--- src/rtl/vga_timing_gen_pkg.sv ---
// Shared timing defaults, phase encoding and helpers for the VGA raster timing generator.
package vga_timing_gen_pkg;

    localparam int DEF_H_ACT  = 640;
    localparam int DEF_H_FP   = 16;
    localparam int DEF_H_SYNC = 96;
    localparam int DEF_H_BP   = 48;

    localparam int DEF_V_ACT  = 480;
    localparam int DEF_V_FP   = 10;
    localparam int DEF_V_SYNC = 2;
    localparam int DEF_V_BP   = 33;

    // Both axes fit in 10 bits (800 columns, 525 lines).
    localparam int CNT_W = 10;

    typedef enum logic [1:0] {
        PH_ACT  = 2'd0,
        PH_FP   = 2'd1,
        PH_SYNC = 2'd2,
        PH_BP   = 2'd3
    } phase_e;

    function automatic logic sync_level(input logic in_sync, input logic pol);
        return in_sync ? pol : ~pol;
    endfunction

endpackage

--- src/rtl/vga_axis_counter.sv ---
// One raster axis: position counter plus active/front-porch/sync/back-porch phase tracker.
module vga_axis_counter
    import vga_timing_gen_pkg::*;
#(
    parameter int ACT  = DEF_H_ACT,
    parameter int FP   = DEF_H_FP,
    parameter int SYNC = DEF_H_SYNC,
    parameter int BP   = DEF_H_BP
) (
    input  logic             clk,
    input  logic             rst,
    input  logic             step,
    output logic [CNT_W-1:0] cnt,
    output logic [1:0]       phase,
    output logic             wrap
);

    localparam logic [CNT_W-1:0] END_ACT  = CNT_W'(ACT - 1);
    localparam logic [CNT_W-1:0] END_FP   = CNT_W'(ACT + FP - 1);
    localparam logic [CNT_W-1:0] END_SYNC = CNT_W'(ACT + FP + SYNC - 1);
    localparam logic [CNT_W-1:0] LAST     = CNT_W'(ACT + FP + SYNC + BP - 1);
    localparam logic [CNT_W-1:0] ONE      = CNT_W'(1);

    logic [CNT_W-1:0] cnt_q;
    logic [CNT_W-1:0] cnt_d;
    phase_e           phase_q;

    always_comb begin
        cnt_d = cnt_q;
        if (step) begin
            cnt_d = (cnt_q == LAST) ? '0 : cnt_q + ONE;
        end
    end

    always_ff @(posedge clk) begin
        if (rst) begin
            cnt_q <= '0;
        end else begin
            cnt_q <= cnt_d;
        end
    end

    // Phase advances on the last count of each region, so it always agrees with cnt_q.
    always_ff @(posedge clk) begin
        if (rst) begin
            phase_q <= PH_ACT;
        end else if (step) begin
            case (phase_q)
                PH_ACT:  if (cnt_q == END_ACT)  phase_q <= PH_FP;
                PH_FP:   if (cnt_q == END_FP)   phase_q <= PH_SYNC;
                PH_SYNC: if (cnt_q == END_SYNC) phase_q <= PH_BP;
                PH_BP:   if (cnt_q == LAST)     phase_q <= PH_ACT;
                default: phase_q <= PH_ACT;
            endcase
        end
    end

    assign cnt   = cnt_q;
    assign phase = phase_q;
    assign wrap  = step && (cnt_q == LAST);

endmodule

--- src/rtl/vga_timing_gen.sv ---
// VGA raster timing source: registered active flag, scaled pixel position,
// delayed sync outputs and frame bookkeeping built on two axis counters.
module vga_timing_gen
    import vga_timing_gen_pkg::*;
#(
    parameter int   LOC_WIDTH   = 9,
    parameter int   SCALE_SHIFT = 1,
    parameter int   SYNC_DELAY  = 1,
    parameter int   H_ACT       = DEF_H_ACT,
    parameter int   H_FP        = DEF_H_FP,
    parameter int   H_SYNC      = DEF_H_SYNC,
    parameter int   H_BP        = DEF_H_BP,
    parameter int   V_ACT       = DEF_V_ACT,
    parameter int   V_FP        = DEF_V_FP,
    parameter int   V_SYNC      = DEF_V_SYNC,
    parameter int   V_BP        = DEF_V_BP,
    parameter logic SYNC_POL    = 1'b0
) (
    input  logic                 clk25MHz,
    input  logic                 rst,
    output logic [LOC_WIDTH-1:0] pos_x,
    output logic [LOC_WIDTH-1:0] pos_y,
    output logic                 active,
    output logic                 hsync,
    output logic                 vsync,
    output logic                 line_start,
    output logic                 frame_start,
    output logic [7:0]           frame_count
);

    logic [CNT_W-1:0] h_cnt;
    logic [CNT_W-1:0] v_cnt;
    logic [1:0]       h_phase;
    logic [1:0]       v_phase;
    logic             h_wrap;
    logic             v_wrap_unused;

    vga_axis_counter #(
        .ACT (H_ACT),
        .FP  (H_FP),
        .SYNC(H_SYNC),
        .BP  (H_BP)
    ) u_h_axis (
        .clk  (clk25MHz),
        .rst  (rst),
        .step (1'b1),
        .cnt  (h_cnt),
        .phase(h_phase),
        .wrap (h_wrap)
    );

    vga_axis_counter #(
        .ACT (V_ACT),
        .FP  (V_FP),
        .SYNC(V_SYNC),
        .BP  (V_BP)
    ) u_v_axis (
        .clk  (clk25MHz),
        .rst  (rst),
        .step (h_wrap),
        .cnt  (v_cnt),
        .phase(v_phase),
        .wrap (v_wrap_unused)
    );

    logic                 active_q,      active_d;
    logic [LOC_WIDTH-1:0] pos_x_q,       pos_x_d;
    logic [LOC_WIDTH-1:0] pos_y_q,       pos_y_d;
    logic                 line_start_q,  line_start_d;
    logic                 frame_start_q, frame_start_d;
    logic [7:0]           frame_count_q, frame_count_d;
    logic                 first_frame_q, first_frame_d;
    logic [SYNC_DELAY:0]  hs_pipe_q,     hs_pipe_d;
    logic [SYNC_DELAY:0]  vs_pipe_q,     vs_pipe_d;

    always_comb begin
        active_d      = (h_phase == PH_ACT) && (v_phase == PH_ACT);
        pos_x_d       = '0;
        pos_y_d       = '0;
        if (active_d) begin
            pos_x_d = LOC_WIDTH'(h_cnt >> SCALE_SHIFT);
            pos_y_d = LOC_WIDTH'(v_cnt >> SCALE_SHIFT);
        end
        line_start_d  = active_d && (h_cnt == '0);
        frame_start_d = line_start_d && (v_cnt == '0);

        // The very first frame after reset is not counted as completed.
        first_frame_d = first_frame_q && !frame_start_d;
        frame_count_d = frame_count_q;
        if (frame_start_d && !first_frame_q) begin
            frame_count_d = frame_count_q + 8'd1;
        end

        // Stage 0 is aligned with active; each further stage adds one cycle.
        hs_pipe_d    = hs_pipe_q;
        vs_pipe_d    = vs_pipe_q;
        hs_pipe_d[0] = sync_level(h_phase == PH_SYNC, SYNC_POL);
        vs_pipe_d[0] = sync_level(v_phase == PH_SYNC, SYNC_POL);
        for (int i = 1; i <= SYNC_DELAY; i++) begin
            hs_pipe_d[i] = hs_pipe_q[i-1];
            vs_pipe_d[i] = vs_pipe_q[i-1];
        end
    end

    always_ff @(posedge clk25MHz) begin
        if (rst) begin
            active_q      <= 1'b0;
            pos_x_q       <= '0;
            pos_y_q       <= '0;
            line_start_q  <= 1'b0;
            frame_start_q <= 1'b0;
            frame_count_q <= 8'd0;
            first_frame_q <= 1'b1;
            hs_pipe_q     <= {(SYNC_DELAY+1){~SYNC_POL}};
            vs_pipe_q     <= {(SYNC_DELAY+1){~SYNC_POL}};
        end else begin
            active_q      <= active_d;
            pos_x_q       <= pos_x_d;
            pos_y_q       <= pos_y_d;
            line_start_q  <= line_start_d;
            frame_start_q <= frame_start_d;
            frame_count_q <= frame_count_d;
            first_frame_q <= first_frame_d;
            hs_pipe_q     <= hs_pipe_d;
            vs_pipe_q     <= vs_pipe_d;
        end
    end

    assign active      = active_q;
    assign pos_x       = pos_x_q;
    assign pos_y       = pos_y_q;
    assign line_start  = line_start_q;
    assign frame_start = frame_start_q;
    assign frame_count = frame_count_q;
    assign hsync       = hs_pipe_q[SYNC_DELAY];
    assign vsync       = vs_pipe_q[SYNC_DELAY];

endmodule

--- config.mk ---
export PLATFORM = sky130hd
export DESIGN_NAME = vga_timing_gen
export DESIGN_NICKNAME = d
export VERILOG_FILES = /design/src/rtl/vga_timing_gen_pkg.sv /design/src/rtl/vga_axis_counter.sv /design/src/rtl/vga_timing_gen.sv
export SDC_FILE = /design/constraint.sdc
export NUM_CORES = 1
export LEC_CHECK = 0
export CAP_MARGIN = 20
export CORE_MARGIN = 2
export CORE_UTILIZATION = 35
export DETAILED_ROUTE_END_ITERATION = 12
export PLACE_DENSITY_LB_ADDON = 0.1
export SYNTH_ARGS = -nofsm -noshare
export SYNTH_HDL_FRONTEND = slang
export SYNTH_SLANG_ARGS = --single-unit
--- constraint.sdc ---
create_clock -name clk25MHz -period 6.1 [get_ports clk25MHz]
set_clock_uncertainty 0.1 [all_clocks]
set_input_delay 1.83 -clock clk25MHz [delete_from_list [all_inputs] [get_ports clk25MHz]]
set_output_delay 1.83 -clock clk25MHz [all_outputs]
set_load 0.02 [all_outputs]
Word level (Yosys, flattened, before mapping):

Index checks and enable logic that the tools add are counted.

* bits in registers: 58
* latch bits: 0
* RAM bits: 0
* bits in read-only memories: 0
* output and inout port bits: 31
* word-level logic and storage cells: 67
* memories: 0

* add/sub/neg operators: 3
* $mul: 0
* div/mod/pow operators: 0
* $lt $le $gt $ge: 0
* equality and inequality tests: 22
* shift-type cells: 0
* multiplexer cells: 13
* bitwise gates (word level): 1
* reductions and logical operators: 15

Operators by type and width (number)
* $eq 10x10->1 const B: 5
* $eq 10x9->1 const B: 3
* $add 10x1->10 const B: 2
* $logic_not 10->1: 2
* $mux 2: 8
* $pmux 2 s4: 2
* $ne 2x1->1 const B: 7
* $mux 10: 1
* $add 8x1->8 const B: 1
* $eq 2x2->1 const B: 4
* $logic_and 1x1->1: 5
* $reduce_and 5->1: 1
* $eq 2x1->1 const B: 2
* $logic_not 2->1: 2
* $reduce_and 4->1: 1
* $reduce_or 2->1: 2
* $logic_not 1->1: 2
* $mux 1: 2
* $ne 2x2->1 const B: 1
* $not 1->1: 1

Depth between registers and ports, before layout:

Gate-level depths: netlist of the first run.

* depth after elaboration: 6
* mapped depth: 7
* depth with buffers taken out: 7

Cells and area by module:

A second synthesis of the first run with hierarchy kept.

* cell total of the unflattened synthesis: 276
* area, all modules: 2657.5 um2

Modules (own cells, without submodules)
* vga_timing_gen: times used 1, cells an instance 117, area an instance 1209.9 um2
* vga_axis_counter (u_v_axis): times used 1, cells an instance 81, area an instance 767.0 um2
* vga_axis_counter (u_h_axis): times used 1, cells an instance 78, area an instance 680.7 um2

Worst setup path before layout of the first run:

No wires, ideal clock.

* path kind: in2reg
* start point: input rst
* end point: register frame_count_q[1] (netlist: frame_count[1])
* setup time: 0.128 ns
* arrival time: 2.429 ns
* slack: 3.444 ns
* cell stages on the path: 3
* path buffers: 2
* cells stage by stage: clkbuf_1 buf_1 nor2_1

RTL lines
* from (decl): line vga_timing_gen.sv:20 `input logic rst,`
* to (signal assigned): line vga_timing_gen.sv:122 `frame_count_q <= frame_count_d;`
* to (decl): line vga_timing_gen.sv:71 `logic [7:0] frame_count_q, frame_count_d;`

No word-level cell between the ends.

Worst setup path after layout of the first run:

* start point: register frame_count_q[2] (netlist: frame_count[2])
* end point: output frame_count[2]

RTL lines
* to (decl): line vga_timing_gen.sv:28 `output logic [7:0] frame_count`

No word-level cell between the ends.

==> results.toml, run 1 <==
[run_status]
status = "finished, final reports clean"

[worst_setup_path]
r2r_cells = 6
cp_top_family = "buffers and inverters"
critPathMaxFanout = 6
crit_slowest_cell = "clkdlybuf4s50_1"
worstSetupStartpointType = "flip-flop"
cp.depth = 1
r2r-start = "u_h_axis.cnt[0]"
end_kind = "output pin"
slowest_delay_ns = 0.65
arrival_ns = 1.43
cp-startpoint = "frame_count[2]"
cp_cell_sequence = "clkdlybuf4s50_1"
crit_type = "reg2out"
r2r_end = "u_h_axis.phase[0]"
r2r_setup_slack_ns = 3.88
required_ns = 4.17
crit_buf_inv = 1
endpoint = "frame_count[2]"

[global_routing]
gr-usage-met2 = 0.1954
met1_usage = 0.1937
antenna_found_initial = 0
grt_overflow_total = 0
grtUsageMet3 = 0.04757
busiest_layer = "met2"
grt_pass1_vias = 1686
grt.total_usage = 0.1403
grt_max_degree = 32
grt_pass1_wl_um = 8390

[synthesis]
syn_area_um2 = 2509
synth_xor_area_frac = 0.07681
synthMuxAreaShare = 0.007980
synth_top_area_cell = "dfxtp_1"
synthSimpleGateAreaFrac = 0.2903
synth_ff_type = "dfxtp_1"
synthTopCellsByArea = "dfxtp_1, ha_1, nor2_1"
synthArstFlopShare = 0
synth_compound_area_frac = 0.05187
seq_area_frac_synth = 0.4628
ys_ff_latch = 58
synth.distinct_cells = 45
synth_top_area_frac = 0.4628
synth_warnings = 0
syn-num-nets = 284
syn_inst = 268
synth_adder_area_share = 0.06983
avgSynthCellArea_um2 = 9.361
synth_top_family_by_area = "simple AND/OR/NAND/NOR gates"
synth_edf_count = 0

[final_layout]
post-route-util = 0.4530
multi_input_area_um2 = 1246
area_growth_syn_to_layout_pct = 24.04
final-seq-area_um2 = 1161
layout.nets = 313
fillCellCount = 687
drive_gt1_frac = 0.08278
diodes = 0

[die]
start_util = 0.3652
die-area_um2 = 7861
chipWidth_um = 88.66
fp.coreArea_um2 = 6869
rows = 30
die_h_um = 88.66
io_pins = 33

[cts]
cts.repair.resized = 0
post_cts_buffers = 0
htreeDepth = 3
ctsHoldBuffers = 0
cts_buffers = 9
clk_pin_slew_ns = 0.06
cts_tree = "yes"
clock-root-buffer = "clkbuf_8"
clock_latency_ns = 0.34
clock_sinks = 58
clk_path_buf_depth = 2

[sta]
fmax_ghz = 0.2977
rsz0062_at_grt = "no"
setup_viol = 0
relSlewSlack = 0.4658
slew_violations = 0
period_share = 0.5507
finalSetupTns_ns = 0
fin_crit_ns = 3.359
worstMarginPinSlew_ns = 0.7984
hold_viol = 0

[routing]
wl_um = 5083
viasPerCell = 4.771
drc = 0
drt-wirelength-per-cell_um = 12.77
firstDrtPassIters = 4
drtAntennaViolNets = 0
vias = 1899
dr.first_iter.drc_count = 154

[placed_design]
gp_congestion = 0.7763
port-buffer-count = 32
hpwl_um = 3453

[min_path]
hold_depth = 1
min_path_type = "reg2reg"

[power]
ir_drop_mv = 0.1949
p_per_area_nw_per_um2 = 274.1
leakagePower_nw = 1.123

[run]
drv_cap = 0
## registers in the layout, indices dropped and copies added, names as in the netlist, 2 cells and up
name and count:
u_h_axis.phase 2, pos_x 9, vs_pipe_q 2, u_v_axis.phase 2, frame_count 8, hs_pipe_q 2
pos_y 9, u_h_axis.cnt 10, u_v_axis.cnt 10
## worst min-delay path by stage
| stage | startpoint | end | slack [ns] |
|---|---|---|---|
| 2_1_floorplan | hs_pipe_q[0] | hs_pipe_q[1] | 0.29 |
| 3_3_place_gp | hs_pipe_q[0] | hs_pipe_q[1] | 0.29 |
| 3_5_place_dp | hs_pipe_q[0] | hs_pipe_q[1] | 0.30 |
| 4_1_cts | vs_pipe_q[0] | vs_pipe_q[1] | 0.32 |
| 5_1_grt | hs_pipe_q[0] | hs_pipe_q[1] | 0.34 |
| 6_report | vs_pipe_q[0] | vs_pipe_q[1] | 0.32 |
## kinds of logic (layout without fill, tap and decap cells)
logic type,after synthesis,in the layout
buf+inv,25,59
xor+xnor,22,22
simple gates,130,130
flops,58,58
mux,2,2
compound gates,17,17
fa+ha+maj,14,14
## worst reg2reg max path, stage by stage (launching register included)
cell and delay (ns):
dfxtp_1 0.38, ha_1 0.24, and4_1 0.30, and4_1 0.56, o221ai_1 0.26, nor3_1 0.19
a211oi_1 0.07
## through the flow
| stage | total power [mW] | hold WS [ns] | instance area, um^2 | setup WS [ns] | std cells |
|---|---|---|---|---|---|
| 3_3_place_gp | 0.4702 | 0.2932 | 2893 | 2.619 | 382 |
| 4_1_cts | 0.8638 | 0.3212 | 3112 | 2.714 | 398 |
| 6_report | 0.8529 | 0.3153 | 3112 | 2.741 | 398 |
| 3_5_place_dp | 0.4699 | 0.3050 | 2893 | 2.539 | 382 |
| 5_1_grt | 0.8890 | 0.3396 | 3112 | 2.691 | 398 |
| 2_1_floorplan | 0.4475 | 0.2895 | 2509 | 3.444 | 268 |
## Yosys cell counts (all sizes together) (2+ instances only)
cell type  number
or4             2
clkbuf          9
a211oi          2
nand3          13
nor2           29
nand4          10
buf             6
inv            10
nor3           13
a21oi           6
or2             3
ha             14
dfxtp          58
nor4            9
nor2b           2
and4            3
and3            5
xor2           10
o21ai           2
or3             3
and2           17
mux2i           2
nand2          14
xnor2          12
## final cells by class
class	count	area share
tap	96	0.03860
clock inverter	5	0.02493
sequential	58	0.3731
multi-input combinational	185	0.4005
timing repair buffer	33	0.1053
inverter	10	0.01206
clock buffer	11	0.04544
## cells in the final DEF (no fill, tap or decap), types with 2 or more instances in the layout
cell / n
dfxtp_1: 58
clkdlybuf4s50_1: 32
nor2_1: 29
and2_1: 17
nand2_1: 14
ha_1: 14
nand3_1: 13
nor3_1: 12
xnor2_1: 12
inv_1: 10
xor2_1: 10
clkbuf_8: 10
nand4_1: 9
nor4_1: 8
a21oi_1: 6
and3_1: 5
and4_1: 3
or2_2: 3
or3_1: 3
nor2b_1: 2
a211oi_1: 2
mux2i_1: 2
bufinv_16: 2
clkinv_2: 2
## metal layers
metal | wire length, um | part of all wire
met5 | 0 | 0
met1 | 2681 | 0.53
met2 | 2128 | 0.42
met3 | 190 | 0.037
met4 | 82 | 0.016
## power breakdown
group	internal, mW	switching [mW]	total [mW]
Combinational	0.0254	0.0390	0.0644
Clock	0.240	0.152	0.391
Sequential	0.389	0.00869	0.397
Total	0.654	0.199	0.853
(Power assumes the default switching activity.)
==> run 2: changes to the inputs <==
Clock period 6.1 ns to 3.2 ns, I/O delays scaled along.
==> results.toml, run 2 (same netlist as run 1, synthesis figures left out) <==
[cts]
cts_buffers = 9
clock_latency_ns = 0.33
clk_path_buf_depth = 2
clock_sinks = 58
htreeDepth = 3
clock-root-buffer = "clkbuf_8"
cts_tree = "yes"
clk_pin_slew_ns = 0.07
cts.repair.resized = 0
ctsHoldBuffers = 0
post_cts_buffers = 0

[sta]
rsz0062_at_grt = "no"
slew_violations = 0
fmax_ghz = 0.4033
hold_viol = 0
whs_ns = 0.3116
setup_viol = 0
finalSetupTns_ns = 0
fin_crit_ns = 2.479
period_share = 0.7748
relSlewSlack = 0.4817
worstMarginPinSlew_ns = 0.7745

[routing]
drc = 0
viasPerCell = 4.692
vias = 1872
wl_um = 5105
drt-wirelength-per-cell_um = 12.79
firstDrtPassIters = 4
dr.first_iter.drc_count = 174
drtAntennaViolNets = 0

[worst_setup_path]
worstSetupStartpointType = "flip-flop"
required_ns = 2.14
cp_top_family = "buffers and inverters"
r2r_setup_slack_ns = 1.02
cp_cell_sequence = "clkdlybuf4s50_1"
critPathMaxFanout = 6
cp.depth = 1
r2r_end = "u_h_axis.phase[0]"
r2r-start = "u_h_axis.cnt[0]"
r2r_cells = 6
crit_type = "reg2out"
arrival_ns = 1.42
slowest_delay_ns = 0.65
crit_slowest_cell = "clkdlybuf4s50_1"
crit_buf_inv = 1
cp-startpoint = "frame_count[2]"
end_kind = "output pin"

[run_status]
status = "finished, final reports clean"

[die]
start_util = 0.3652
die-area_um2 = 7861
rows = 30
die_h_um = 88.66
io_pins = 33
fp.coreArea_um2 = 6869
chipWidth_um = 88.66

[global_routing]
grt_pass1_vias = 1790
grtUsageMet3 = 0.04571
grt_max_degree = 21
grt.total_usage = 0.1480
gr-usage-met2 = 0.2191
grt_pass1_wl_um = 8818
antenna_found_initial = 0
busiest_layer = "met2"
met1_usage = 0.1975
grt_overflow_total = 0

[min_path]
hold_depth = 1
worstHoldStart = "hs_pipe_q[0]"
hold_end = "hs_pipe_q[1]"
min_path_type = "reg2reg"

[power]
p_per_area_nw_per_um2 = 533.8
leakagePower_nw = 1.138
ir_drop_mv = 0.3610
power_mw = 1.672

[final_layout]
area_growth_syn_to_layout_pct = 24.89
diodes = 0
final_common_cell = "dfxtp_1"
most-common-layout-cells = "dfxtp_1, clkdlybuf4s50_1, nor2_1, and2_1"
drive_gt1_frac = 0.08581
layout.nets = 314

[run]
drv_cap = 0

[placed_design]
port-buffer-count = 32
hpwl_um = 3531
gp_congestion = 0.8096
run 2: changes by cell type in the layout (fill, tap and decap cells not counted), sizes merged:
| cell | change |
|---|---|
| clkinv | +1 |
| bufinv | +1 |
| buf | +1 |
| clkinvlp | -1 |
| clkbuf | -1 |
run 2: per-stage QoR:
| step | utilization | cells | cell area (um^2) | setup WS (ns) |
|---|---|---|---|---|
| floorplan | - | 268 | 2509 | 1.292 |
| global placement | 0.4222 | 383 | 2900 | 0.6942 |
| detailed placement | 0.4222 | 383 | 2900 | 0.6917 |
| CTS | 0.4561 | 399 | 3133 | 0.6959 |
| global route | 0.4561 | 399 | 3133 | 0.6559 |
| finish | 0.4561 | 399 | 3133 | 0.7206 |
run 2: power breakdown:
part / internal (mW) / leakage [nW] / switching [mW]
Sequential: 0.741 / 0.469 / 0.0160
Clock: 0.513 / 0.120 / 0.280
Combinational: 0.0494 / 0.549 / 0.0730
Total: 1.30 / 1.14 / 0.369
run 2: layout make-up:
| cell class | instances | area [um^2] |
|---|---|---|
| clock buffer | 10 | 127.6 |
| clock inverter | 6 | 105.1 |
| fill | 664 | 3736 |
| inverter | 10 | 37.54 |
| multi-input combinational | 185 | 1246 |
| sequential | 58 | 1161 |
| tap | 96 | 120.1 |
| timing repair buffer | 34 | 335.3 |
run 2: how the worst max path moves through the flow:
stage | end | slack (ns)
2_1_floorplan | u_v_axis.phase[0] | 1.29
3_3_place_gp | u_v_axis.cnt[8] | 0.69
3_5_place_dp | u_v_axis.cnt[9] | 0.69
4_1_cts | frame_count[2] | 0.70
5_1_grt | frame_count[2] | 0.66
6_report | frame_count[2] | 0.72
run 2: routing by layer:
layer,wire length [um],vias to the layer above
met4,81,0
li1,-,982
met3,166,7
met5,0,-
met2,2212,32
met1,2643,851
==> run 3: changes to the inputs <==
Clock period 3.2 ns to 2.55 ns, I/O delays scaled along.
==> results.toml, run 3 (same netlist as run 1, synthesis figures left out) <==
[routing]
vias = 1896
wl_met2_um = 2140
drc = 0
viasPerCell = 4.752
drtAntennaViolNets = 0
topRoutingLayerUsed = "met4"
drt-wirelength-per-cell_um = 12.62
dr.first_iter.drc_count = 105
firstDrtPassIters = 4
wl_um = 5036
wl_met3_um = 198
drt-met1-wl_um = 2606

[cts]
ctsHoldBuffers = 0
clk_pin_slew_ns = 0.07
clock_latency_ns = 0.33
post_cts_buffers = 0
clock-root-buffer = "clkbuf_8"
clk_path_buf_depth = 2
cts_tree = "yes"
htreeDepth = 3
cts_buffers = 9
clock_sinks = 58
cts.repair.resized = 0

[die]
chipWidth_um = 88.66
fp.coreArea_um2 = 6869
start_util = 0.3652
die-area_um2 = 7861
io_pins = 33
die_h_um = 88.66
rows = 30

[global_routing]
grt_overflow_total = 0
antenna_found_initial = 0
grt.total_usage = 0.1440
grt_pass1_vias = 1738
grt_max_degree = 30
grt_pass1_wl_um = 8549

[min_path]
min_path_type = "reg2reg"

[worst_setup_path]
cp_top_family = "buffers and inverters"
critPathMaxFanout = 6
worstSetupStartpointType = "flip-flop"
cp_cell_sequence = "clkdlybuf4s50_1"
required_ns = 1.69
crit_buf_inv = 1
crit_slowest_cell = "clkdlybuf4s50_1"
slowest_delay_ns = 0.65
crit_type = "reg2out"
end_kind = "output pin"
arrival_ns = 1.42

[placed_design]
place_inst = 383
hpwl_um = 3471
gp_congestion = 0.8368
port-buffer-count = 32

[sta]
slew_violations = 0
finalSetupTns_ns = 0
whs_ns = 0.3127
fmax_ghz = 0.4383
relSlewSlack = 0.4584
setup_viol = 0
worstMarginPinSlew_ns = 0.8095
hold_viol = 0
period_share = 0.8946
rsz0062_at_grt = "no"
fin_crit_ns = 2.281

[final_layout]
diodes = 0
final_common_cell = "dfxtp_1"
final-seq-area_um2 = 1161
multi_input_area_um2 = 1246
most-common-layout-cells = "dfxtp_1, clkdlybuf4s50_1, nor2_1, and2_1"
fillCellCount = 669
fin_cells = 399
layout.nets = 314
post-route-util = 0.4568
drive_gt1_frac = 0.08911
area_growth_syn_to_layout_pct = 25.09

[power]
pwr-share-clk = 0.473
switching_share = 0.2262
combPwrFrac = 0.073
p_int_mw = 1.619
ir_drop_mv = 0.3389
power_mw = 2.092
p_per_area_nw_per_um2 = 666.7
leakagePower_nw = 1.137
power_switching_mw = 0.4732
seqPwrFrac = 0.454

[run_status]
status = "finished, final reports clean"

[run]
drv_cap = 0
[run 3: area by class of cell]
cell class / count / share of cell area
Clock inverter: 4 / 0.02313
Sequential cell: 58 / 0.3700
Timing Repair Buffer: 34 / 0.1069
Multi-Input combinational cell: 185 / 0.3971
Clock buffer: 12 / 0.05263
Tap cell: 96 / 0.03828
Inverter: 10 / 0.01196
[run 3: worst paths after layout]
check,depth (start not counted),from,slack (ns),to
setup / recovery,1,frame_count[2],0.27,frame_count[2]
hold / removal,1,vs_pipe_q[0],0.31,vs_pipe_q[1]
setup reg to reg,6,u_v_axis.cnt[0],0.40,u_v_axis.phase[0]
hold reg to reg,1,vs_pipe_q[0],0.31,vs_pipe_q[1]
[run 3: layer usage]
| metal | vias up | global-route usage |
|---|---|---|
| li1 | 974 | - |
| met1 | 865 | 0.2006 |
| met2 | 50 | 0.2056 |
| met3 | 7 | 0.03172 |
| met4 | 0 | 0.07851 |
| met5 | - | 0 |
[run 3: power by group through the flow]
| stage | clock [mW] | sequential (mW) | combinational, mW |
|---|---|---|---|
| 3_3_place_gp | 0 | 0.970 | 0.154 |
| 4_1_cts | 1.01 | 0.951 | 0.156 |
| 5_1_grt | 1.04 | 0.953 | 0.176 |
| 3_5_place_dp | 0 | 0.970 | 0.155 |
| 6_report | 0.990 | 0.950 | 0.152 |
| 2_1_floorplan | 0 | 0.977 | 0.0938 |
[run 3: per-stage QoR]
| step | cell area (um^2) | setup slack (ns) |
|---|---|---|
| 4_1_cts | 3138 | 0.2573 |
| 2_1_floorplan | 2509 | 0.6424 |
| 3_3_place_gp | 2900 | 0.3669 |
| 6_report | 3138 | 0.2686 |
| 5_1_grt | 3138 | 0.1786 |
| 3_5_place_dp | 2900 | 0.2593 |
